--- src/rtl/openhw_ebu_pkg.sv ---
// Shared definitions for the two-manager AHB external bus arbiter.
// Holds the arbiter state encoding, the data-phase owner encoding, the AHB
// HTRANS and HBURST encodings, and the burst length decode helper.
// Optional feature macro used by the arbiter: EBU_ARB_ROUNDROBIN_EN.
package openhw_ebu_pkg;

  typedef enum logic [1:0] {
    ST_IDLE  = 2'd0,
    ST_BUSY0 = 2'd1,
    ST_BUSY1 = 2'd2
  } arb_state_t;

  typedef enum logic [1:0] {
    OWN_NONE = 2'd0,
    OWN_M0   = 2'd1,
    OWN_M1   = 2'd2
  } owner_t;

  localparam logic [1:0] HTRANS_IDLE   = 2'b00;
  localparam logic [1:0] HTRANS_BUSY   = 2'b01;
  localparam logic [1:0] HTRANS_NONSEQ = 2'b10;
  localparam logic [1:0] HTRANS_SEQ    = 2'b11;

  localparam logic [2:0] HBURST_SINGLE = 3'b000;
  localparam logic [2:0] HBURST_INCR4  = 3'b011;
  localparam logic [2:0] HBURST_INCR8  = 3'b101;
  localparam logic [2:0] HBURST_INCR16 = 3'b111;

  // Beats remaining after the NONSEQ beat; any encoding other than the
  // fixed-length incrementing bursts is handled as a single transfer.
  function automatic logic [3:0] burst_beats_left(input logic [2:0] hburst);
    case (hburst)
      HBURST_SINGLE: return 4'd0;
      HBURST_INCR4:  return 4'd3;
      HBURST_INCR8:  return 4'd7;
      HBURST_INCR16: return 4'd15;
      default:       return 4'd0;
    endcase
  endfunction

endpackage

--- src/rtl/openhw_ebu_arbpick.sv ---
// Winner selection between manager 0 (LSU) and manager 1 (IFU) at the
// arbitration point.
// Ports:
//   clk, rst  - clock and asynchronous active-high reset
//   req0/req1 - manager is presenting NONSEQ this cycle
//   accept    - the winner's NONSEQ is accepted at the arbitration point
//   pick_m1   - winner is manager 1 (only meaningful while any_req is set)
//   any_req   - at least one manager is requesting
// Macro EBU_ARB_ROUNDROBIN_EN: when defined, ties go to the manager that did
// not win last time; otherwise manager 0 always wins a tie.
module openhw_ebu_arbpick (
  input  logic clk,
  input  logic rst,
  input  logic req0,
  input  logic req1,
  input  logic accept,
  output logic pick_m1,
  output logic any_req
);

  assign any_req = req0 | req1;

`ifdef EBU_ARB_ROUNDROBIN_EN
  // 1 = manager 1 won last; reset to manager 1 so manager 0 takes the first tie.
  logic last_winner;

  always_ff @(posedge clk or posedge rst) begin
    if (rst) begin
      last_winner <= 1'b1;
    end else if (accept) begin
      last_winner <= pick_m1;
    end
  end

  always_comb begin
    pick_m1 = req1 & ~req0;
    if (req0 && req1) begin
      pick_m1 = ~last_winner;
    end
  end
`else
  logic unused_ports;
  assign unused_ports = clk ^ rst ^ accept;

  assign pick_m1 = req1 & ~req0;
`endif

endmodule

--- src/rtl/openhw_ebu_arbiter.sv ---
// Two-manager AHB arbiter: manager 0 (LSU) and manager 1 (IFU) share one
// subordinate bus. Arbitration happens in IDLE with zero added latency; a
// fixed-length burst locks the bus to its manager until its last SEQ is
// accepted or the manager terminates early.
// Ports:
//   HCLK, HRESET            - clock, asynchronous active-high reset
//   M0H*/M1H* (inputs)      - per-manager address, control and write data
//   M0HREADY/M1HREADY       - per-manager ready (0 stalls a losing manager)
//   HTRANS..HWSTRB          - muxed subordinate-side bus
//   HREADY                  - subordinate ready
//   Grant                   - one-hot address-phase owner, 00 when idle
// Macro EBU_ARB_ROUNDROBIN_EN selects round-robin tie breaking.
module openhw_ebu_arbiter #(
  parameter int PA_BITS = 32,
  parameter int AHBW    = 64
) (
  input  logic                HCLK,
  input  logic                HRESET,
  input  logic [1:0]          M0HTRANS,
  input  logic [1:0]          M1HTRANS,
  input  logic [2:0]          M0HBURST,
  input  logic [2:0]          M1HBURST,
  input  logic [PA_BITS-1:0]  M0HADDR,
  input  logic [PA_BITS-1:0]  M1HADDR,
  input  logic                M0HWRITE,
  input  logic                M1HWRITE,
  input  logic [2:0]          M0HSIZE,
  input  logic [2:0]          M1HSIZE,
  input  logic [AHBW-1:0]     M0HWDATA,
  input  logic [AHBW-1:0]     M1HWDATA,
  input  logic [AHBW/8-1:0]   M0HWSTRB,
  input  logic [AHBW/8-1:0]   M1HWSTRB,
  output logic                M0HREADY,
  output logic                M1HREADY,
  output logic [1:0]          HTRANS,
  output logic [2:0]          HBURST,
  output logic [PA_BITS-1:0]  HADDR,
  output logic                HWRITE,
  output logic [2:0]          HSIZE,
  output logic [AHBW-1:0]     HWDATA,
  output logic [AHBW/8-1:0]   HWSTRB,
  input  logic                HREADY,
  output logic [1:0]          Grant
);

  import openhw_ebu_pkg::*;

  arb_state_t state, state_nxt;
  owner_t     data_owner, data_owner_nxt;
  logic [3:0] beats_left, beats_left_nxt;
  logic       pick_m1, any_req, arb_accept;
  logic       sel_m1;
  logic [1:0] grant_int, trans_out, mgr_trans;

  openhw_ebu_arbpick u_arbpick (
    .clk     (HCLK),
    .rst     (HRESET),
    .req0    (M0HTRANS == HTRANS_NONSEQ),
    .req1    (M1HTRANS == HTRANS_NONSEQ),
    .accept  (arb_accept),
    .pick_m1 (pick_m1),
    .any_req (any_req)
  );

  always_ff @(posedge HCLK or posedge HRESET) begin
    if (HRESET) begin
      state      <= ST_IDLE;
      beats_left <= 4'd0;
      data_owner <= OWN_NONE;
    end else begin
      state      <= state_nxt;
      beats_left <= beats_left_nxt;
      data_owner <= data_owner_nxt;
    end
  end

  // Grant and the address mux depend only on state and HTRANS, never on
  // HREADY; HREADY only qualifies the state/counter updates.
  always_comb begin
    sel_m1         = 1'b0;
    grant_int      = 2'b00;
    trans_out      = HTRANS_IDLE;
    arb_accept     = 1'b0;
    state_nxt      = state;
    beats_left_nxt = beats_left;
    mgr_trans      = (state == ST_BUSY1) ? M1HTRANS : M0HTRANS;
    case (state)
      ST_IDLE: begin
        if (any_req) begin
          sel_m1    = pick_m1;
          grant_int = pick_m1 ? 2'b10 : 2'b01;
          trans_out = HTRANS_NONSEQ;
          if (HREADY) begin
            arb_accept     = 1'b1;
            beats_left_nxt = burst_beats_left(pick_m1 ? M1HBURST : M0HBURST);
            if (beats_left_nxt != 4'd0) begin
              state_nxt = pick_m1 ? ST_BUSY1 : ST_BUSY0;
            end
          end
        end
      end
      ST_BUSY0, ST_BUSY1: begin
        sel_m1    = (state == ST_BUSY1);
        grant_int = sel_m1 ? 2'b10 : 2'b01;
        trans_out = mgr_trans;
        case (mgr_trans)
          HTRANS_SEQ: begin
            if (HREADY) begin
              beats_left_nxt = beats_left - 4'd1;
              if (beats_left == 4'd1) begin
                state_nxt = ST_IDLE;
              end
            end
          end
          HTRANS_BUSY: begin
          end
          // IDLE or NONSEQ from the lock holder ends the burst early.
          default: begin
            beats_left_nxt = 4'd0;
            state_nxt      = ST_IDLE;
          end
        endcase
      end
      default: begin
        state_nxt      = ST_IDLE;
        beats_left_nxt = 4'd0;
      end
    endcase
  end

  always_comb begin
    data_owner_nxt = data_owner;
    if (HREADY) begin
      if (trans_out[1]) begin
        data_owner_nxt = sel_m1 ? OWN_M1 : OWN_M0;
      end else begin
        data_owner_nxt = OWN_NONE;
      end
    end
  end

  always_comb begin
    HWDATA = '0;
    HWSTRB = '0;
    case (data_owner)
      OWN_M0: begin
        HWDATA = M0HWDATA;
        HWSTRB = M0HWSTRB;
      end
      OWN_M1: begin
        HWDATA = M1HWDATA;
        HWSTRB = M1HWSTRB;
      end
      default: begin
      end
    endcase
  end

  // Reset gates the bus directly so it goes quiet without waiting for a clock.
  assign HTRANS = HRESET ? HTRANS_IDLE : trans_out;
  assign Grant  = HRESET ? 2'b00 : grant_int;
  assign HBURST = sel_m1 ? M1HBURST : M0HBURST;
  assign HADDR  = sel_m1 ? M1HADDR  : M0HADDR;
  assign HWRITE = sel_m1 ? M1HWRITE : M0HWRITE;
  assign HSIZE  = sel_m1 ? M1HSIZE  : M0HSIZE;

  // A manager that is neither address owner nor data owner but is requesting
  // sees HREADY low, so it keeps its request on its bus.
  assign M0HREADY = HREADY & (HRESET | grant_int[0] | (data_owner == OWN_M0) | ~M0HTRANS[1]);
  assign M1HREADY = HREADY & (HRESET | grant_int[1] | (data_owner == OWN_M1) | ~M1HTRANS[1]);

endmodule

--- config.mk ---
export PLATFORM = sky130hd
export DESIGN_NAME = openhw_ebu_arbiter
export DESIGN_NICKNAME = d
export VERILOG_FILES = /design/src/rtl/openhw_ebu_pkg.sv /design/src/rtl/openhw_ebu_arbpick.sv /design/src/rtl/openhw_ebu_arbiter.sv
export SDC_FILE = /design/constraint.sdc
export NUM_CORES = 1
export LEC_CHECK = 0
export BUFFER_PORTS_ARGS = -buffer_cell sky130_fd_sc_hd__buf_2
export CAP_MARGIN = 5
export CORE_AREA = 2 2 136 138
export DETAILED_ROUTE_END_ITERATION = 7
export DIE_AREA = 0 0 138 140
export GPL_TIMING_DRIVEN = 1
export HOLD_SLACK_MARGIN = 0.06
export PLACE_DENSITY = 0.49
export SYNTH_ARGS = -nofsm -noshare
export SYNTH_HDL_FRONTEND = slang
export SYNTH_HIERARCHICAL = 1
export SYNTH_SLANG_ARGS = --single-unit
--- constraint.sdc ---
create_clock -name HCLK -period 5.5 [get_ports HCLK]
set_input_delay 0 -clock HCLK [delete_from_list [all_inputs] [get_ports HCLK]]
set_output_delay 0 -clock HCLK [all_outputs]
set_load 0.03 [all_outputs]
==> results.md, run 1 <==
Synth:
- The synthesized instance count is ~300.
- For this run, the number of Yosys warnings is 6.
- The number of nets produced by synthesis is approximately 540.
- Dividing the synthesized area by the synthesized cell count gives 7.025 sq um.
- The post-synth design cell area is around 0.0021 sq mm.

Timing:
- Setup violations remaining at the end of the flow were counted as 0.
- The final cycle utilization of the critical path is 47.24%.
- The total count of max-transition violations in the final report is 0.
- The number of hold-slack violations in the final timing report is 0.
- The worst path in the final design needs a cycle of about 2600 ps, including I/O delays and setup.
- Setup repair after global routing left no endpoint under its margin.
- On the final layout, the worst clock skew is just under 0.8 ps.
- The maximum operating frequency is between 0.3 and 0.4 GHz.
- The normalized max-slew margin is between 40% and 50%.
- After layout, the worst setup slack is slightly below 3000 ps.
- The total negative setup slack is 0 ps.
- At the pin with the least slew margin, the transition time is 780.4 ps.

Floorplan:
- The die footprint is about 0.019 sq mm.
- The initial utilization of the core area, before any placement, comes to around an eighth.
- The overall die width is 138 um.
- The total I/O pin count is 346.
- The number of core rows is ~50.
- The placeable core region is roughly 0.018 sq mm.
- The y dimension of the die is 140 um.

Power:
- The reported leakage power is 2.253 nW.
- IR analysis of the VDD net gives a maximum drop of approximately 0.27 mV.
- The ratio of total power to cell area is approximately 400 mW/mm^2.

Place:
- The port buffer count is between 300 and 400.
- The half-perimeter wire length after detailed placement is roughly 9400 um.
- The congestion estimate from routability-driven global placement came to about 0.82.
- The worst slack after detailed placement is 3160 ps.

Outcome:
- The flow ran to the end, and the final reports show no timing, DRC or antenna violations.

Worst setup path:
- The sort of element at the end of the critical path is a primary output.
- In this run the worst path has a maximum fanout of between 40 and 50.
- Data arrives at the worst endpoint at 2600 ps.
- The type of the worst setup path is reg2out.
- STA classifies the critical path startpoint as a flop.
- The required time of the critical path is 5500 ps.

Routing:
- The DRC violation total after the first TritonRoute iteration is 149.
- The aggregate routed wire length is approximately 12,000 um.
- The post-detailed-route count of antenna-violating nets is 0.
- The first detailed-routing pass took 4 iterations.
- Detailed routing inserted a total of around 3,600 vias.
- The via density per instance is between 4 and 5.
- For this run, design rule violations remaining after detail routing come to 0.
- In the final routed layout, each cell accounts on average for about 14 um.

Final layout:
- From synthesis to final layout, the design area changed by 95.68%.
- Of the cells placed in the final design, the portion with a size suffix greater than 1 is between 50 and 60%.
- The total number of nets in the final design is around 860.
- The final core utilization is between 20% and 30%.

Clocking:
- The number of gates resized after CTS is 0.
- In this run the number of H-tree levels came out at 1.
- The longest clock path from root to sink contains 2 buffers.
- The clock transition at the registers of the reported paths is around 40 ps.
- The number of buffers created by CTS is 3.
- Buffers added to address setup during post-CTS repair amount to 0.
- The clock net in this run drives a total of 8 sinks.
- The clock insertion delay at the later pin of the skew report is between 200 and 250 ps.
- TritonCTS built the clock tree.
- The cell sitting at the root of the clock tree is a sky130_fd_sc_hd__clkbuf_16.

Global routing:
- For this run, the total global-route usage over all layers was measured as between 10% and 20%.
- Summed over all layers, the global routing overflow is 0.
- The via count of the first global-routing pass is ~3,400.
- The number of antenna violations at the first check in global routing is 1.
- The first global-routing pass estimated ~18,000 um of wire.
- Entering global routing, the biggest net connects between 70 and 80 pins.

Flow run:
- Across the run, the number of max-cap violations was 0.

Worst hold path:
- The class of the most critical hold timing path is in2reg.
[timing repair]
item,4_1_cts,5_1_grt
endpoints found under the hold margin,8,0
endpoints found under the setup margin,0,0
hold buffers,1,0
[sequential cells by signal, summed over array words and instances, names as in the netlist]
name,cells
state,2
beats_left,4
data_owner,2
[path summary, 6_finish.rpt]
path,slack [ps],start,cells after the start,end
worst min register to register,550,beats_left[1],1,beats_left[1]
min in group asynchronous,390,HRESET,3,data_owner[0]
worst min-delay path,80,HREADY,2,data_owner[1]
worst max register to register,3340,state[1],7,data_owner[0]
worst max-delay path,2900,state[1],7,HADDR[17]
max in group asynchronous,4850,HRESET,3,beats_left[1]
[critical path, cell delays in order, from the launching register on]
cell	delay [ps]
sky130_fd_sc_hd__dfrtp_1	400
sky130_fd_sc_hd__inv_1	170
sky130_fd_sc_hd__ha_1	360
sky130_fd_sc_hd__nand2_1	190
sky130_fd_sc_hd__o22ai_4	140
sky130_fd_sc_hd__buf_4	480
sky130_fd_sc_hd__mux2_1	410
sky130_fd_sc_hd__buf_2	190
[cell usage in the layout (no fill, tap or decap), drive strengths merged, types with 2 or more instances in the layout]
master,n
buf,349
nor2,80
a22oi,73
mux2,40
inv,13
dfrtp,8
ha,7
a22o,6
nand2,5
nor3,4
mux2i,3
nand2b,3
nor2b,3
clkbuf,3
o21ai,3
or2,2
o211ai,2
o31ai,2
a21oi,2
a31oi,2
a211oi,2
[power by group]
group          total [W]  internal (W)  switching, W
clock network   0.000124     0.0000939     0.0000297
logic            0.00142      0.000464      0.000954
registers       0.000107     0.0000827     0.0000244
total            0.00165      0.000640       0.00101
[stage by stage]
step / power, W / hold slack, ps / instance area (sq um) / cells
after floorplan: 0.001138 / -179.3 / 2115 / 301
after global placement: 0.001543 / 90.27 / 4050 / 849
after detailed placement: 0.001540 / 98.81 / 4050 / 849
after CTS: 0.001670 / 75.21 / 4135 / 853
after global routing: 0.001783 / 96.03 / 4138 / 854
final: 0.001648 / 78.44 / 4138 / 854
[layer usage]
layer  up-vias  share of wire [%]  GRT usage, %
met5         -                  0             0
met4         0                1.6         2.256
met3        10                7.0         1.915
met2       174                 51         20.56
met1      1612                 41         12.89
li1       1761                  -             -
[final cells by class]
class | instances | area, sq um
clock buffer | 3 | 75.07
multi-input combinational | 250 | 1758
fill | 2034 | 13640
inverter | 13 | 48.80
timing repair buffer | 350 | 1767
sequential | 8 | 200.2
tap | 229 | 286.5
antenna | 1 | 2.502
Power figures use the tool's default switching activity.
==> inputs of run 2 (changes only) <==
--- a/config.mk
+++ b/config.mk
@@ -12,7 +12,7 @@
 export DIE_AREA = 0 0 138 140
 export GPL_TIMING_DRIVEN = 1
 export HOLD_SLACK_MARGIN = 0.06
-export PLACE_DENSITY = 0.49
+export PLACE_DENSITY = 0.5
 export SYNTH_ARGS = -nofsm -noshare
 export SYNTH_HDL_FRONTEND = slang
 export SYNTH_HIERARCHICAL = 1
==> constraint.sdc (replaced) <==
create_clock -name HCLK -period 2.1 [get_ports HCLK]
set_input_delay 0 -clock HCLK [delete_from_list [all_inputs] [get_ports HCLK]]
set_output_delay 0 -clock HCLK [all_outputs]
set_load 0.03 [all_outputs]
==> results.md, run 2 (synthesis results as in run 1) <==
Outcome:
- The flow ran to the end, and the final reports show no timing, DRC or antenna violations.

Timing:
- For the final database, setup skew stands at between 2 and 2.5 ps.
- Setup repair after global routing left no endpoint under its margin.
- The total negative setup slack is 0 ps.
- The total count of max-transition violations in the final report is 0.
- The worst hold slack after final layout is roughly 110 ps.
- The worst path needs around 2000 ps of the cycle, external delays included.
- Setup violations remaining at the end of the flow were counted as 0.
- The normalized max-slew margin is 70.16%.
- The maximum operating frequency is 0.5085 GHz.
- The final cycle utilization of the critical path is around 94%.
- The pin slew with the least headroom to its limit is approximately 440 ps.
- The number of hold-slack violations in the final timing report came to 0.

Global routing:
- Entering global routing, the biggest net connects 53 pins.
- The via count of the first global-routing pass is around 3,400.
- The global-route wire length before repair is between 15,000 and 20,000 um.
- The final global-route overflow total is 0.
- Global routing used between 10 and 15% of the available tracks.
- The number of antenna violations at the first check in global routing is 0.

Place:
- Once placement finished, the instance area stood at between 0.004 and 0.005 sq mm.
- The half-perimeter wire length after detailed placement is 10,420 um.
- At the end of routability-driven placement, the weighted congestion stood at slightly below 0.8.
- The total instance count after detailed placement is 859.
- Input and output buffers added on the ports amount to 345.

Clocking:
- The level count of the clock H-tree is 1.
- TritonCTS built the clock tree.
- After clock tree synthesis, the clock-pin slew on the worst setup and hold paths is 40 ps.
- After clock tree synthesis, the setup repair step added 0 buffers.
- The clock insertion delay at the later pin of the skew report is 230 ps.
- The total clock sinks is 8.
- The number of buffers created by CTS is 3.
- No sink is reached through more buffers than the 2 on the longest clock path.
- The root buffer cell is sky130_fd_sc_hd__clkbuf_16.

Floorplan:
- The total I/O pin count is roughly 350.
- The overall die width is between 100 and 150 um.
- After floorplanning, the core was sized to cover around 0.018 sq mm.
- Measured along the y axis, the die boundary spans approximately 140 um.
- Once the floorplan was initialized, standard cells occupied between 10% and 20% of the core.
- The floorplan step defined a die boundary enclosing roughly 0.019 sq mm.
- In this run the core area contains 49 standard-cell rows.

Final layout:
- The leading cell type in the layout, fill and taps excluded is sky130_fd_sc_hd__buf_2.
- The number of flip-flops in the largest register is 4.
- The repair_antennas step left the layout with diodes totalling 0.
- The register ranked first by flip-flop count is beats_left.
- The fraction of layout cells with a size suffix above 1 is 58.20%.
- The final core utilization is between 20% and 30%.
- The top cell types in the final layout, fill and taps aside, are 345 x sky130_fd_sc_hd__buf_2, 80 x sky130_fd_sc_hd__nor2_1, 73 x sky130_fd_sc_hd__a22oi_1.
- With fillers left out, the area of the finished cells amounts to 0.004273 sq mm.
- In the final design database the tool counted 872 nets.
- After the flow finishes, the layout carries non-filler instances totaling ~860.
- In the final layout, the registers with the most flip-flops are beats_left (4), data_owner (2), state (2).
- The area growth from synthesis to layout is 102.1%.

Routing:
- The detailed router finished its first iteration with about 130 violations.
- The average wire per standard cell is approximately 14 um.
- In the routed layout, each cell is associated on average with a via count of 4.168.
- The detailed router placed approximately 3,600 vias in this run.
- In this run the remaining antenna-violating nets after routing total 0.
- The detailed-route DRC error count is 0.
- The length of the first detailed-routing pass in iterations is 5.
- The aggregate routed wire length is between 10,000 and 15,000 um.

Power:
- In this run the static leakage power is 2.320 nW.
- The highest ir drop seen on vdd is around 0.46 mV.
- Power spread over the standard cell area amounts to 1069 mW/mm^2.

Worst setup path:
- The sort of element at the end of the critical path is a primary output.
- The type of origin of the critical path is a flop.
- At the worst endpoint, the arrival time is 1970 ps.
- The type of the worst setup path is reg2out.
- At the worst endpoint, the required time is about 2100 ps.
- In this run the worst path has a maximum fanout of 21.

Flow run:
- The tool flagged a number of max-cap violations equal to 0.

Worst hold path:
- The path class of the tightest hold or removal check is in2reg.
run 2: worst max-delay path: stages (launching register included):
cell,delay [ps]
sky130_fd_sc_hd__dfrtp_1,400
sky130_fd_sc_hd__inv_1,90
sky130_fd_sc_hd__ha_1,160
sky130_fd_sc_hd__nand2_1,110
sky130_fd_sc_hd__o22ai_4,220
sky130_fd_sc_hd__buf_12,200
sky130_fd_sc_hd__mux2_1,360
sky130_fd_sc_hd__buf_2,190
run 2: area by class of cell:
class,count,area [sq um]
tap,229,286.5
sequential,8,200.2
multi-input combinational,250,1758
fill,2006,13510
clock buffer,3,75.07
timing repair buffer,360,1904
inverter,13,48.80
run 2: report_power, final:
part	internal (W)	total (W)	leakage (nW)	switching (W)
Sequential	0.000217	0.000267	0.105	0.0000505
Combinational	0.00142	0.00398	2.18	0.00256
Clock	0.000245	0.000318	0.0370	0.0000724
Total	0.00188	0.00457	2.32	0.00268
run 2: per-stage QoR:
stage	worst slack, ps	total power [W]
2_1_floorplan	108.3	0.002980
3_3_place_gp	194.5	0.004299
3_5_place_dp	184.4	0.004287
4_1_cts	121.8	0.004624
5_1_grt	31.97	0.004948
6_report	133.3	0.004568
run 2: path summary, 6_finish.rpt:
check,startpoint,end,slack [ps],cells past startpoint
min,HREADY,data_owner[1],110,2
max in group asynchronous,HRESET,beats_left[1],1490,3
max reg2reg,state[0],state[0],180,6
min in group asynchronous,HRESET,state[1],350,3
min reg2reg,beats_left[1],beats_left[1],550,1
max,state[1],HADDR[12],130,7
run 2: metal layers:
| layer | wire length [um] | vias up | GRT usage (%) |
|---|---|---|---|
| met5 | 0 | - | 0 |
| met4 | 64 | 0 | 1.665 |
| met2 | 6259 | 209 | 22.09 |
| met1 | 4786 | 1604 | 13.99 |
| li1 | - | 1777 | - |
| met3 | 943 | 7 | 1.846 |
run 2: repair_timing:
action                    4_1_cts  5_1_grt
hold endpoints to repair        8        0
gates resized for setup         0        0
hold buffers                    1        0
==> inputs of run 3 (changes only) <==
--- a/config.mk
+++ b/config.mk
@@ -7,13 +7,11 @@
 export LEC_CHECK = 0
 export BUFFER_PORTS_ARGS = -buffer_cell sky130_fd_sc_hd__buf_2
 export CAP_MARGIN = 5
-export CORE_AREA = 2 2 136 138
+export CORE_AREA = 4 4 132 134
 export DETAILED_ROUTE_END_ITERATION = 7
-export DIE_AREA = 0 0 138 140
+export DIE_AREA = 0 0 136 138
 export GPL_TIMING_DRIVEN = 1
 export HOLD_SLACK_MARGIN = 0.06
-export PLACE_DENSITY = 0.5
 export SYNTH_ARGS = -nofsm -noshare
 export SYNTH_HDL_FRONTEND = slang
-export SYNTH_HIERARCHICAL = 1
 export SYNTH_SLANG_ARGS = --single-unit
==> results.md, run 3 <==
Outcome:
- The run finished with clean final reports.

Worst setup path:
- For the worst setup path, the data required time is about 2100 ps.
- At the worst endpoint, the arrival time is ~2100 ps.
- The number of cells traversed by the worst register-to-register path is 8.
- The capture instance of the worst register-to-register path is state[0].
- The sort of element at the end of the critical path is a primary output.
- In this run the worst path has a maximum fanout of 11.
- By startpoint and endpoint, the worst setup path is classified as reg2out.
- The reg2reg setup slack is 140 ps.
- The type of origin of the critical path is a flop.
- The origin of the critical flop-to-flop path is state[0].

Timing:
- The final cycle utilization of the critical path is a little over nine tenths.
- The worst path in the final design needs a cycle of approximately 2100 ps, including I/O delays and setup.
- Across all hold checks on the routed design, the worst slack comes to roughly 280 ps.
- The pin slew with the least headroom to its limit is between 400 and 500 ps.
- The number of hold-slack violations in the final timing report is 0.
- The total count of max-transition violations in the final report is 0.
- For this run, the top clock speed supported by timing is ~0.5 GHz.
- The normalized max-slew margin is around 71%.
- The worst-case clock skew is around 1.3 ps.
- Setup violations remaining at the end of the flow were counted as 0.

Final layout:
- The leading cell type in the layout, fill and taps excluded is sky130_fd_sc_hd__buf_2.
- The total number of nets in the final design is just under 900.
- In the final layout, the registers with the most flip-flops are beats_left (4), data_owner (2), state (2).
- The number of antenna diodes is 0.
- The fraction of layout cells with a size suffix above 1 is 65.12%.
- The number of flip-flops in the largest register is 4.
- The area growth from synthesis to layout is 100.9%.
- More flip-flops sit in one register than any other, and that register is beats_left.
- The top cell types in the final layout, fill and taps aside, are 328 x sky130_fd_sc_hd__buf_2, 79 x sky130_fd_sc_hd__nor2_1, 72 x sky130_fd_sc_hd__a22oi_1.

Worst hold path:
- The hold path endpoint is beats_left[3].
- The worst hold path passes through 5 cells.
- The path class of the tightest hold or removal check is in2reg.
- The startpoint identified for the worst hold timing path is M1HBURST[0].

Clocking:
- At the later pin of the worst-skew pair, clock insertion delay measures roughly 240 ps.
- Clock tree synthesis selected as its root buffer the cell sky130_fd_sc_hd__clkbuf_16.
- The total clock sinks is 8.
- The number of buffers created by CTS is 3.
- The clock transition at the registers of the reported paths is 40 ps.
- Counting along the longest clock path gives a buffer depth of 2.
- TritonCTS built the clock tree.
- The level count of the clock H-tree is 1.

Synth:
- The synthesized design contains 8 register bits.
- The top cell type by area accounts for between 20% and 30% of the synthesized area.
- The sequential cell area fraction in the yosys report is between 8 and 9%.
- By instance count, the leading cell after synthesis is sky130_fd_sc_hd__nor2_1.
- The number of nets produced by synthesis is approximately 540.
- By area the synthesized netlist is led by sky130_fd_sc_hd__a22oi_1 23%, sky130_fd_sc_hd__mux2_4 23%, sky130_fd_sc_hd__nor2_1 13%.
- The count of cell types in the netlist is 39.
- The average size of a mapped cell is around 7.7 sq um.
- The number of synthesized flops with an enable pin is 0.
- Yosys printed 0 warnings.
- The commonest cells after synthesis are 79 x sky130_fd_sc_hd__nor2_1, 72 x sky130_fd_sc_hd__a22oi_1, 36 x sky130_fd_sc_hd__mux2_4, 23 x sky130_fd_sc_hd__clkbuf_1, 11 x sky130_fd_sc_hd__o21ai_0.
- In this run the cell area of the synthesized design comes to approximately 0.0023 sq mm.
- The cell count after synthesis came out at between 300 and 400.
- For this run, asynchronously set or reset flops after synthesis account for 100.0%.
- The largest total area in the synthesized netlist belongs to sky130_fd_sc_hd__a22oi_1.
- Among all flip-flop cells after synthesis, the most frequent one is sky130_fd_sc_hd__dfrtp_1.

Place:
- Detailed placement finished with a half-perimeter wire length of ~10,000 um.
- Port buffering added around 350 buffers.
- Routability-driven placement finished with a final weighted congestion of 0.8450.

Power:
- The final total power is ~0.0053 W.
- The reported leakage power is ~2.6 nW.
- The ratio of total power to cell area is approximately 1100 mW/mm^2.
- VDD sags by at most 0.4537 mV.

Global routing:
- The first global-routing pass estimated just under 20,000 um of wire.
- The via count of the first global-routing pass is 3,700.
- The number of antenna violations at the first check in global routing is 0.
- Entering global routing, the biggest net connects 74 pins.
- The final global-route overflow total is 0.
- The total routing usage reported by global routing is 12.44%.

Floorplan:
- The die is around 140 um tall.
- The floorplan step defined a die boundary enclosing 0.01877 sq mm.
- The overall die width is 136 um.
- approximately 350 I/O pins were placed.
- After floorplanning, the core was divided into 47 placement rows.
- The placeable core region is between 0.015 and 0.02 sq mm.
- Once the floorplan was initialized, standard cells occupied approximately 14% of the core.

Routing:
- In the routed layout, each cell is associated on average with a via count of ~4.3.
- The DRC violation total after the first TritonRoute iteration is around 250.
- The count of vias placed by the detailed router is between 3,000 and 4,000.
- The post-detailed-route count of antenna-violating nets is 0.
- In the routed design, unresolved DRC markers number 0.
- The aggregate routed wire length is 13,170 um.
- The length of the first detailed-routing pass in iterations is 4.
- Dividing the detail-routed wire length by the instance count gives 15.23 um.

Flow run:
- The max-capacitance violation count is 0.
==> run 3: worst max-delay path by stage <==
stage                        start        end  slack, ps  depth (start not counted)
final                     state[1]  HADDR[27]         50                          9
after global routing      state[0]   state[0]         -9                          8
after CTS                 state[0]  HADDR[21]         30                          9
after detailed placement  state[1]     HWRITE        160                          8
after global placement    state[1]   HSIZE[2]        190                          8
after floorplan           state[0]   M1HREADY         70                          8
==> run 3: cell type report <==
type	instances	area, sq um
Inverter	9	33.78
Sequential cell	8	200.2
Fill cell	1766	11620
Timing Repair Buffer	368	2143
Tap cell	220	275.3
Multi-Input combinational cell	257	1937
Clock buffer	3	75.07
==> run 3: worst max-delay path, cell delays in order, from the launching register on <==
cell                      delay [ps]
sky130_fd_sc_hd__dfrtp_1         390
sky130_fd_sc_hd__inv_2            90
sky130_fd_sc_hd__ha_4            140
sky130_fd_sc_hd__inv_2            50
sky130_fd_sc_hd__nor3_4          210
sky130_fd_sc_hd__mux2i_4         130
sky130_fd_sc_hd__buf_12          160
sky130_fd_sc_hd__buf_12          150
sky130_fd_sc_hd__mux2_4          310
sky130_fd_sc_hd__buf_2           180
==> run 3: logic make-up after synthesis <==
kind of cell | count (synthesis) | synth area share, %
simple gates | 105 | 20.15
compound gates | 101 | 31.09
mux | 44 | 27.48
buf+inv | 38 | 8.890
fa+ha+maj | 7 | 3.771
flops | 8 | 8.621
==> run 3: power breakdown <==
| group | total, W | internal (W) | switching (W) | leakage [nW] |
|---|---|---|---|---|
| clock network | 0.000331 | 0.000246 | 0.0000842 | 0.0370 |
| logic | 0.00476 | 0.00196 | 0.00280 | 2.47 |
| registers | 0.000255 | 0.000211 | 0.0000447 | 0.105 |
| total | 0.00535 | 0.00242 | 0.00293 | 2.61 |
==> run 3: repair_timing <==
action,CTS,global route
pin swaps,1,2
buffers inserted,7,2
endpoints found under the setup margin,39,20
hold buffers,2,0
gates cloned,3,0
gates resized for setup,12,40
hold endpoints to repair,10,0
==> run 3: stage by stage <==
| step | setup slack [ps] | util, % | setup TNS (ps) | cell area [sq um] | cells |
|---|---|---|---|---|---|
| 2_1_floorplan | 73.71 | - | 0 | 2322 | 303 |
| 3_3_place_gp | 195.0 | 26.36 | 0 | 4294 | 849 |
| 3_5_place_dp | 160.9 | 26.36 | 0 | 4294 | 849 |
| 4_1_cts | 30.93 | 28.11 | 0 | 4579 | 864 |
| 5_1_grt | -8.612 | 28.64 | -13.12 | 4664 | 865 |
| 6_report | 46.65 | 28.64 | 0 | 4664 | 865 |
==> run 3: routing by layer <==
| layer | wire length (um) | GRT usage (%) | vias up |
|---|---|---|---|
| li1 | - | - | 1809 |
| met3 | 1180 | 2.071 | 11 |
| met2 | 6631 | 22.87 | 188 |
| met4 | 81 | 1.379 | 0 |
| met5 | 0 | 0 | - |
| met1 | 5278 | 15.56 | 1682 |
